### src/rtl/trivium_pkg.sv
// Shared definitions for the trivium keystream consumer and generator.
package trivium_pkg;

   // Generator initialisation rounds before the keystream is usable.
   localparam int TRIVIUM_WARMUP = 1152;

   // Default data / keystream word width.
   localparam int TRIVIUM_DATA_W = 8;

   // Consumer sequencing states.
   typedef enum logic [1:0] {
      GENRST = 2'd0,
      WARMUP = 2'd1,
      FILL   = 2'd2,
      HAVE   = 2'd3
   } ks_state_e;

endpackage

### src/rtl/trivium_ks_packer.sv
// Collects the generator's serial keystream into LSB-first words.
// The generator's output is registered, so the bit produced by an enable
// cycle is visible one cycle later; sample_reg carries that one-cycle skew.
module trivium_ks_packer
   import trivium_pkg::*;
#(
   parameter int DATA_W = TRIVIUM_DATA_W
) (
   input  logic              clk,
   input  logic              rst,
   input  logic              clear,
   input  logic              fire,
   input  logic              ks_bit,
   output logic              last_fire,
   output logic              done,
   output logic [DATA_W-1:0] ks_word
);

   localparam int CW = (DATA_W > 1) ? $clog2(DATA_W) : 1;
   localparam logic [CW-1:0] LAST = CW'(DATA_W - 1);

   logic [CW-1:0]     issue_cnt_reg;
   logic [CW-1:0]     bit_cnt_reg;
   logic              sample_reg;
   logic [DATA_W-1:0] word_reg;
   logic [DATA_W-1:0] word_shift;

   // The last enable of a word tells the top to drop ks_enable next cycle.
   assign last_fire = fire && (issue_cnt_reg == LAST);
   // The word is complete as the final skewed sample lands.
   assign done      = sample_reg && (bit_cnt_reg == LAST);
   assign ks_word   = word_reg;

   // New bits enter at the top so the first collected bit ends up in bit 0.
   genvar gi;
   generate
      for (gi = 0; gi < DATA_W; gi++) begin : g_shift
         if (gi == DATA_W - 1) begin : g_top
            assign word_shift[gi] = ks_bit;
         end else begin : g_low
            assign word_shift[gi] = word_reg[gi+1];
         end
      end
   endgenerate

   // Enable counting, enable-to-sample skew and the shift register.
   always_ff @(posedge clk or negedge rst) begin
      if (!rst) begin
         issue_cnt_reg <= '0;
         bit_cnt_reg   <= '0;
         sample_reg    <= 1'b0;
         word_reg      <= '0;
      end else if (clear) begin
         issue_cnt_reg <= '0;
         bit_cnt_reg   <= '0;
         sample_reg    <= 1'b0;
         word_reg      <= '0;
      end else begin
         sample_reg <= fire;
         if (fire) begin
            issue_cnt_reg <= last_fire ? '0 : issue_cnt_reg + 1'b1;
         end
         if (sample_reg) begin
            word_reg    <= word_shift;
            bit_cnt_reg <= done ? '0 : bit_cnt_reg + 1'b1;
         end
      end
   end

endmodule

### src/rtl/trivium_stream_xor.sv
// Consumer end of the trivium keystream: sequences generator reset and
// warm-up, packs keystream words and XORs them into a byte stream under a
// valid/ready handshake. Encryption and decryption are the same operation.
module trivium_stream_xor
   import trivium_pkg::*;
#(
   parameter int WARMUP_CYCLES = TRIVIUM_WARMUP,
   parameter int DATA_W        = TRIVIUM_DATA_W,
   parameter int CNT_W         = 16
) (
   input  logic              clk,
   input  logic              rst,
   input  logic              restart,
   input  logic              ks_bit,
   output logic              ks_enable,
   output logic              ks_rst,
   input  logic [DATA_W-1:0] in_data,
   input  logic              in_valid,
   output logic              in_ready,
   output logic [DATA_W-1:0] out_data,
   output logic              out_valid,
   input  logic              out_ready,
   output logic              busy,
   output logic [CNT_W-1:0]  word_count
);

   localparam int WW = (WARMUP_CYCLES > 0) ? $clog2(WARMUP_CYCLES + 1) : 1;
   localparam logic [WW-1:0] WARM_LAST = WW'(WARMUP_CYCLES);

   ks_state_e         state_reg;
   logic [WW-1:0]     warm_cnt_reg;
   logic              ks_rst_reg;
   logic              ks_enable_reg;
   logic [DATA_W-1:0] out_data_reg;
   logic              out_valid_reg;
   logic [CNT_W-1:0]  word_count_reg;

   logic              fire;
   logic              pk_last_fire;
   logic              pk_done;
   logic [DATA_W-1:0] pk_word;
   logic              accept;

   // Only enables issued while filling produce bits that are kept.
   assign fire     = ks_enable_reg && (state_reg == FILL);
   // A restart wins over a coincident accept.
   assign in_ready = (state_reg == HAVE) && !restart && (!out_valid_reg || out_ready);
   assign accept   = in_valid && in_ready;

   assign ks_enable  = ks_enable_reg;
   assign ks_rst     = ks_rst_reg;
   assign out_data   = out_data_reg;
   assign out_valid  = out_valid_reg;
   assign word_count = word_count_reg;
   assign busy       = (state_reg != HAVE);

   trivium_ks_packer #(
      .DATA_W (DATA_W)
   ) u_packer (
      .clk       (clk),
      .rst       (rst),
      .clear     (restart),
      .fire      (fire),
      .ks_bit    (ks_bit),
      .last_fire (pk_last_fire),
      .done      (pk_done),
      .ks_word   (pk_word)
   );

   // Sequencing FSM with registered generator controls. Warm-up enables run
   // straight into the fill enables; the extra warm-up cycle soaks up the
   // generator's output register so the first kept bit is a fresh one.
   always_ff @(posedge clk or negedge rst) begin
      if (!rst) begin
         state_reg     <= GENRST;
         warm_cnt_reg  <= '0;
         ks_rst_reg    <= 1'b0;
         ks_enable_reg <= 1'b0;
      end else if (restart) begin
         state_reg     <= GENRST;
         warm_cnt_reg  <= '0;
         ks_rst_reg    <= 1'b0;
         ks_enable_reg <= 1'b0;
      end else begin
         case (state_reg)
            GENRST: begin
               state_reg     <= WARMUP;
               warm_cnt_reg  <= '0;
               ks_rst_reg    <= 1'b1;
               ks_enable_reg <= 1'b1;
            end
            WARMUP: begin
               if (warm_cnt_reg == WARM_LAST) begin
                  state_reg    <= FILL;
                  warm_cnt_reg <= '0;
               end else begin
                  warm_cnt_reg <= warm_cnt_reg + 1'b1;
               end
            end
            FILL: begin
               if (pk_last_fire) begin
                  ks_enable_reg <= 1'b0;
               end
               if (pk_done) begin
                  state_reg <= HAVE;
               end
            end
            HAVE: begin
               if (accept) begin
                  state_reg     <= FILL;
                  ks_enable_reg <= 1'b1;
               end
            end
            default: begin
               state_reg     <= GENRST;
               ks_rst_reg    <= 1'b0;
               ks_enable_reg <= 1'b0;
            end
         endcase
      end
   end

   // Output register and word counter; a pending word survives a restart.
   always_ff @(posedge clk or negedge rst) begin
      if (!rst) begin
         out_data_reg   <= '0;
         out_valid_reg  <= 1'b0;
         word_count_reg <= '0;
      end else begin
         if (accept) begin
            out_data_reg  <= in_data ^ pk_word;
            out_valid_reg <= 1'b1;
         end else if (out_ready) begin
            out_valid_reg <= 1'b0;
         end
         if (restart) begin
            word_count_reg <= '0;
         end else if (accept) begin
            word_count_reg <= word_count_reg + 1'b1;
         end
      end
   end

endmodule

### config.mk
export PLATFORM = sky130hd
export DESIGN_NAME = trivium_stream_xor
export DESIGN_NICKNAME = d
export VERILOG_FILES = /design/src/rtl/trivium_pkg.sv /design/src/rtl/trivium_ks_packer.sv /design/src/rtl/trivium_stream_xor.sv
export SDC_FILE = /design/constraint.sdc
export NUM_CORES = 1
export LEC_CHECK = 0
export CAP_MARGIN = 25
export CORE_ASPECT_RATIO = 2
export CORE_MARGIN = 8
export CORE_UTILIZATION = 45
export CTS_BUF_LIST = sky130_fd_sc_hd__clkbuf_2 sky130_fd_sc_hd__clkbuf_4 sky130_fd_sc_hd__clkbuf_8
export CTS_CLUSTER_DIAMETER = 80
export DETAILED_ROUTE_END_ITERATION = 10
export PLACE_DENSITY_LB_ADDON = 0.25
export SYNTH_ARGS = -nofsm -noshare
export SYNTH_HDL_FRONTEND = slang
export SYNTH_SLANG_ARGS = --single-unit
### constraint.sdc
create_clock -name clk -period 2.4 [get_ports clk]
set_clock_uncertainty 0.2 [all_clocks]
set_input_delay 0.36 -clock clk [delete_from_list [all_inputs] [get_ports clk]]
set_output_delay 0.36 -clock clk [all_outputs]
set_load 0.1 [all_outputs]
==> impl_metrics.yaml, run 1 <==
synthesis:
  ys_seq_elements: 55
  synth_area_per_cell_um2: 10.18
  seq_area_frac_synth_pct: 49.73
  netlist_instances: 272
  synthArstFlopShare_pct: 100.0
  synthesis.nets: 297
  yosys_warnings: 0
  netlist_area_mm2: 0.002768
  synthFlopType: "dfrtp_1"
  synthDistinctLibCells: 44
  synth_edf_count: 0
place:
  dp_slack_ns: 0.09798
  portBuffers: 42
  gp_congestion: 0.8286
  dp_hpwl_um: 4565
detailed_routing:
  drc: 0
  routed_wl_um: 6102
  avgRoutedWirePerCell_um: 15.77
  firstDrtPassIters: 4
  vias: 2206
  drtIter0Drc: 101
  ant_nets: 0
  viasPerCell: 5.700
setup_path:
  cp_max_fo: 21
  arrival_ns: 1.63
  path_class: "input port to output pin"
  slowest_stage: "clkdlybuf4s50_1"
  startpoint_type: "input port"
  required_ns: 1.84
  cp_cell_sequence: "clkdlybuf4s50_1 > buf_4 > nor2b_1 > and2_2 > buf_12"
  worst_setup_path_end_kind: "output pin"
  slowest_delay_ns: 0.44
cells_and_area:
  mostFrequentLayoutCell: "dfrtp_1"
  diodes: 0
  largest_register_ff_count: 16
  fillers: 536
  final_cell_mix: "dfrtp_1, buf_4, nor2_1, nand2_1, a21oi_1"
  area_delta_synth_final_pct: 21.47
  layout.nets: 348
  post_route_cells_drive_above_1_share_pct: 18.83
floorplan:
  io_pins: 43
  coreArea_mm2: 0.005956
  rows: 40
  die_x_um: 71.46
  die_h_um: 126.9
  dieArea_mm2: 0.009068
  start_util_pct: 46.47
grt:
  grt_antenna_before_repair: 0
  grt_max_degree: 30
  grt.overflow.total: 0
  grt_pass1_wl_um: 10740
  track_usage_pct: 14.52
  grt_pass1_vias: 2306
pwr:
  p_int_uw: 1535
  swShare_pct: 44.85
  powerDensity_mw_per_mm2: 827.7
  comb_power_share_pct: 41.2
  seq_power_share_pct: 39.8
  power.leakage_uw: 0.001490
  power_frac_clock_pct: 18.9
  switchingPower_uw: 1248
  vdd_ir_drop_max_mv: 0.8050
clock_tree:
  root_buffer: "clkbuf_8"
  htree_num_levels: 2
  clockBufferDepth: 2
  cts_tree: "done"
  post_cts_resized: 0
  cts_sinks: 55
  clk_latency_ns: 0.31
  cts_made_buffers: 5
  clk_pin_slew_ns: 0.09
sta:
  tns_ns: 0
  setup_viol: 0
  fin_hold_ws_ns: 0.2938
  post-route-period-util_pct: 91.13
  fin_crit_ns: 2.187
  worst_pin_slew_ns: 0.6132
  hold_viol_final: 0
  rsz0062_at_grt: "no"
  maxSlewHeadroom_pct: 58.85
  drv_slew: 0
  layout_setup_ws_ns: 0.2128
  clock.fmax_ghz: 0.4572
min_path:
  hold_class: "register to register"
flow_run:
  maxCapViolations: 0
run_status:
  outcome: "complete, no violations"
kinds of logic (layout without fill, tap and decap cells):
family | Yosys count | count (layout) | synth area share, %
adder cells (fa/ha/maj) | 11 | 11 | 4.973
flip-flops | 55 | 55 | 49.73
AO/OA/AOI/OAI | 50 | 50 | 11.75
XOR/XNOR | 19 | 19 | 6.013
AND/OR/NAND/NOR | 103 | 103 | 20.03
multiplexers | 12 | 12 | 4.385
buffers and inverters | 22 | 74 | 3.119
power by group through the flow:
stage	Combinational (uW)	Clock, uW	Sequential (uW)
floorplan	294	0	1690
global route	1220	589	1120
global placement	1150	0	1120
CTS	1160	549	1110
detailed placement	1160	0	1120
finish	1150	527	1110
critical path, delay by kind of cell:
| family | cells | cell delay [ns] |
|---|---|---|
| buffers and inverters | 3 | 0.83 |
| and+or+nand+nor | 2 | 0.42 |
cell type report:
class	count	area (um2)	share of cell area, %
clock buffer	7	83.83	2.493
clock inverter	1	5.005	0.1489
inverter	11	41.29	1.228
multi-input combinational	195	1306	38.85
sequential	55	1379	41.01
tap	63	78.83	2.345
timing repair buffer	55	467.9	13.92
layer usage:
metal  share of wire, %  GRT usage (%)  vias to the layer above  routed length (um)
li1                   -              -                     1068                   -
met1                 40          15.84                     1082                2453
met2                 52          24.78                       46                3175
met3                5.4          4.420                       10                 328
met4                2.4          6.788                        0                 144
met5                  0              0                        -                   0
final timing paths:
check | from | endpoint | slack [ns] | cells past startpoint
min in group asynchronous | rst | warm_cnt_reg[8] | 0.37 | 3
max in group asynchronous | rst | word_count[3] | 1.29 | 3
hold reg to reg | out_data[7] | out_data[7] | 0.29 | 2
hold / removal | out_data[7] | out_data[7] | 0.29 | 2
setup / recovery | restart | in_ready | 0.21 | 5
setup reg to reg | warm_cnt_reg[5] | warm_cnt_reg[6] | 0.30 | 4
per-stage QoR:
step / instance area, um2 / total power [uW] / std cells / utilization [%]
2_1_floorplan: 2771 / 1986 / 272 / -
3_3_place_gp: 3263 / 2270 / 378 / 54.79
3_5_place_dp: 3263 / 2283 / 378 / 54.79
4_1_cts: 3362 / 2819 / 387 / 56.45
5_1_grt: 3362 / 2930 / 387 / 56.45
6_report: 3362 / 2783 / 387 / 56.45
cells in the mapped netlist, types with 2 or more instances:
cell / count / share of area, %
dfrtp_1: 55 / 50
nor2_1: 31 / 4.2
nand2_1: 19 / 2.6
a21oi_1: 16 / 2.9
xnor2_1: 14 / 4.4
o21ai_0: 13 / 2.4
ha_1: 11 / 5.0
inv_1: 11 / 1.5
mux2i_1: 11 / 4.0
nand3_1: 11 / 2.0
or4_1: 8 / 2.2
clkbuf_1: 7 / 0.95
o31ai_1: 7 / 1.9
nand4_1: 5 / 1.1
xor2_1: 5 / 1.6
nand2b_1: 4 / 0.90
o311ai_0: 4 / 1.3
or3_1: 4 / 0.90
nor3_1: 3 / 0.54
o41ai_1: 3 / 0.95
or2_2: 3 / 0.68
and4_1: 2 / 0.63
buf_2: 2 / 0.36
nor3b_1: 2 / 0.54
nor4_1: 2 / 0.45
repair_timing:
| action | CTS | global route |
|---|---|---|
| hold endpoints to repair | 55 | 0 |
| setup buffers | 0 | 0 |
| hold buffers | 1 | 0 |
(Power assumes the default switching activity.)
==> run 2: changes to the inputs <==
--- a/config.mk
+++ b/config.mk
@@ -6,7 +6,6 @@
 export NUM_CORES = 1
 export LEC_CHECK = 0
 export CAP_MARGIN = 25
-export CORE_ASPECT_RATIO = 2
 export CORE_MARGIN = 8
 export CORE_UTILIZATION = 45
 export CTS_BUF_LIST = sky130_fd_sc_hd__clkbuf_2 sky130_fd_sc_hd__clkbuf_4 sky130_fd_sc_hd__clkbuf_8
@@ -16,3 +15,4 @@
 export SYNTH_ARGS = -nofsm -noshare
 export SYNTH_HDL_FRONTEND = slang
 export SYNTH_SLANG_ARGS = --single-unit
+export TNS_END_PERCENT = 1
==> run 2 against run 1 <==
Net effect:
- fmax is 2.0% higher
- core utilization is 1.1 points higher
- sequential share of layout area is 0.53 points lower
- critical path type unchanged
- largest power group unchanged
==> impl_metrics.yaml, run 2 (synthesized netlist as in run 1, its figures left out) <==
setup_path:
  startpoint_type: "input port"
  path_class: "input port to output pin"
  crit_end: "in_ready"
  crit_path_start: "restart"
  worst_setup_path_end_kind: "output pin"
  required_ns: 1.84
  arrival_ns: 1.58
  cp_max_fo: 19
  regToRegSetupSlack_ns: 0.33
  r2r_start: "state_reg[0]"
  worstRegToRegCells: 6
  r2r-end: "word_count[13]"
flow_run:
  maxCapViolations: 0
detailed_routing:
  dr_wl_met3_um: 207
  ant_nets: 0
  viasPerCell: 5.451
  vias: 2153
  drtIter0Drc: 88
  routed_wl_um: 5727
  drc: 0
  dr.max_layer_used: "met4"
  firstDrtPassIters: 4
  wl_met1_um: 2611
  avgRoutedWirePerCell_um: 14.50
  wl_met2_um: 2876
sta:
  hold_viol_final: 0
  setup_viol: 0
  rsz0062_at_grt: "no"
  clock.fmax_ghz: 0.4663
  maxSlewHeadroom_pct: 61.33
  tns_ns: 0
  drv_slew: 0
  worst_pin_slew_ns: 0.5762
  fin_crit_ns: 2.144
  post-route-period-util_pct: 89.35
pwr:
  switchingPower_uw: 1244
  powerDensity_mw_per_mm2: 874.1
  comb_power_share_pct: 38.5
  p_int_uw: 1733
  power.leakage_uw: 0.001494
  seq_power_share_pct: 37.2
  vdd_ir_drop_max_mv: 0.7783
  swShare_pct: 41.78
  power_frac_clock_pct: 24.3
min_path:
  hold_class: "register to register"
floorplan:
  dieArea_mm2: 0.008916
  start_util_pct: 46.75
  coreArea_mm2: 0.005921
  io_pins: 43
  rows: 28
  die_h_um: 94.43
  die_x_um: 94.43
cells_and_area:
  largest_register_ff_count: 16
  fin_area_mm2: 0.003406
  area_delta_synth_final_pct: 23.06
  diodes: 0
  final_cell_mix: "dfrtp_1, buf_4, nor2_1, nand2_1, a21oi_1"
  post_route_cells_drive_above_1_share_pct: 17.50
  layout.nets: 344
  mostFrequentLayoutCell: "dfrtp_1"
grt:
  grt_pass1_wl_um: 10160
  grt_pass1_vias: 2181
  grt.overflow.total: 0
  track_usage_pct: 13.81
  grt_antenna_before_repair: 0
  grt_max_degree: 34
place:
  portBuffers: 42
  gp_congestion: 0.7687
  dp_hpwl_um: 4270
  placed_cell_area_mm2: 0.003259
clock_tree:
  post_cts_resized: 0
  postCtsHoldBufs: 1
  cts_made_buffers: 5
  cts_setup_buffers: 0
  root_buffer: "clkbuf_8"
  cts_sinks: 55
  clk_pin_slew_ns: 0.09
  clockBufferDepth: 2
  htree_num_levels: 2
  cts_tree: "done"
  clk_latency_ns: 0.30
run_status:
  outcome: "complete, no violations"
run 2: final cells by class:
class                   instances  area, um2
fillers                       533       2515
flip-flops and latches         55       1379
multi-input cells             195       1305
repair buffers                 51      450.4
well taps                      75      93.84
clock buffers                   6      76.32
clock inverters                 2      60.06
inverters                      11      41.29
run 2: worst max-delay path, stage by stage:
cell,delay [ns]
clkdlybuf4s50_1,0.41
buf_4,0.20
nor2b_1,0.21
and2_1,0.21
buf_12,0.19
run 2: metal layers:
| metal | vias up | GRT usage (%) |
|---|---|---|
| met3 | 2 | 3.651 |
| met4 | 0 | 3.567 |
| li1 | 1062 | - |
| met2 | 27 | 23.12 |
| met5 | - | 0 |
| met1 | 1062 | 17.21 |
run 2: through the flow:
stage               cells  setup slack (ns)  hold slack, ns  util [%]  total power (uW)
finish                395            0.2555          0.2908     57.52              2977
detailed placement    386            0.1540          0.1795     55.05              2281
CTS                   395            0.2651          0.3013     57.52              3007
floorplan             272         -0.008940         -0.1356         -              1986
global placement      386            0.1835          0.1740     55.05              2269
global route          395            0.1628          0.3176     57.52              3122
run 2: power by group through the flow:
stage	clock network, uW	registers [uW]	logic [uW]
after global routing	785	1120	1210
after detailed placement	0	1130	1150
after floorplan	0	1690	294
after global placement	0	1120	1150
after CTS	738	1110	1160
final	723	1110	1150
run 2: worst min path at each step:
stage                start           to  slack [ns]  cells past startpoint
3_5_place_dp           rst  out_data[3]        0.18                      1
2_1_floorplan          rst    ks_enable       -0.14                      0
4_1_cts        out_data[3]  out_data[3]        0.30                      2
6_report       out_data[3]  out_data[3]        0.29                      2
3_3_place_gp           rst  out_data[3]        0.17                      1
5_1_grt        out_data[2]  out_data[2]        0.32                      2
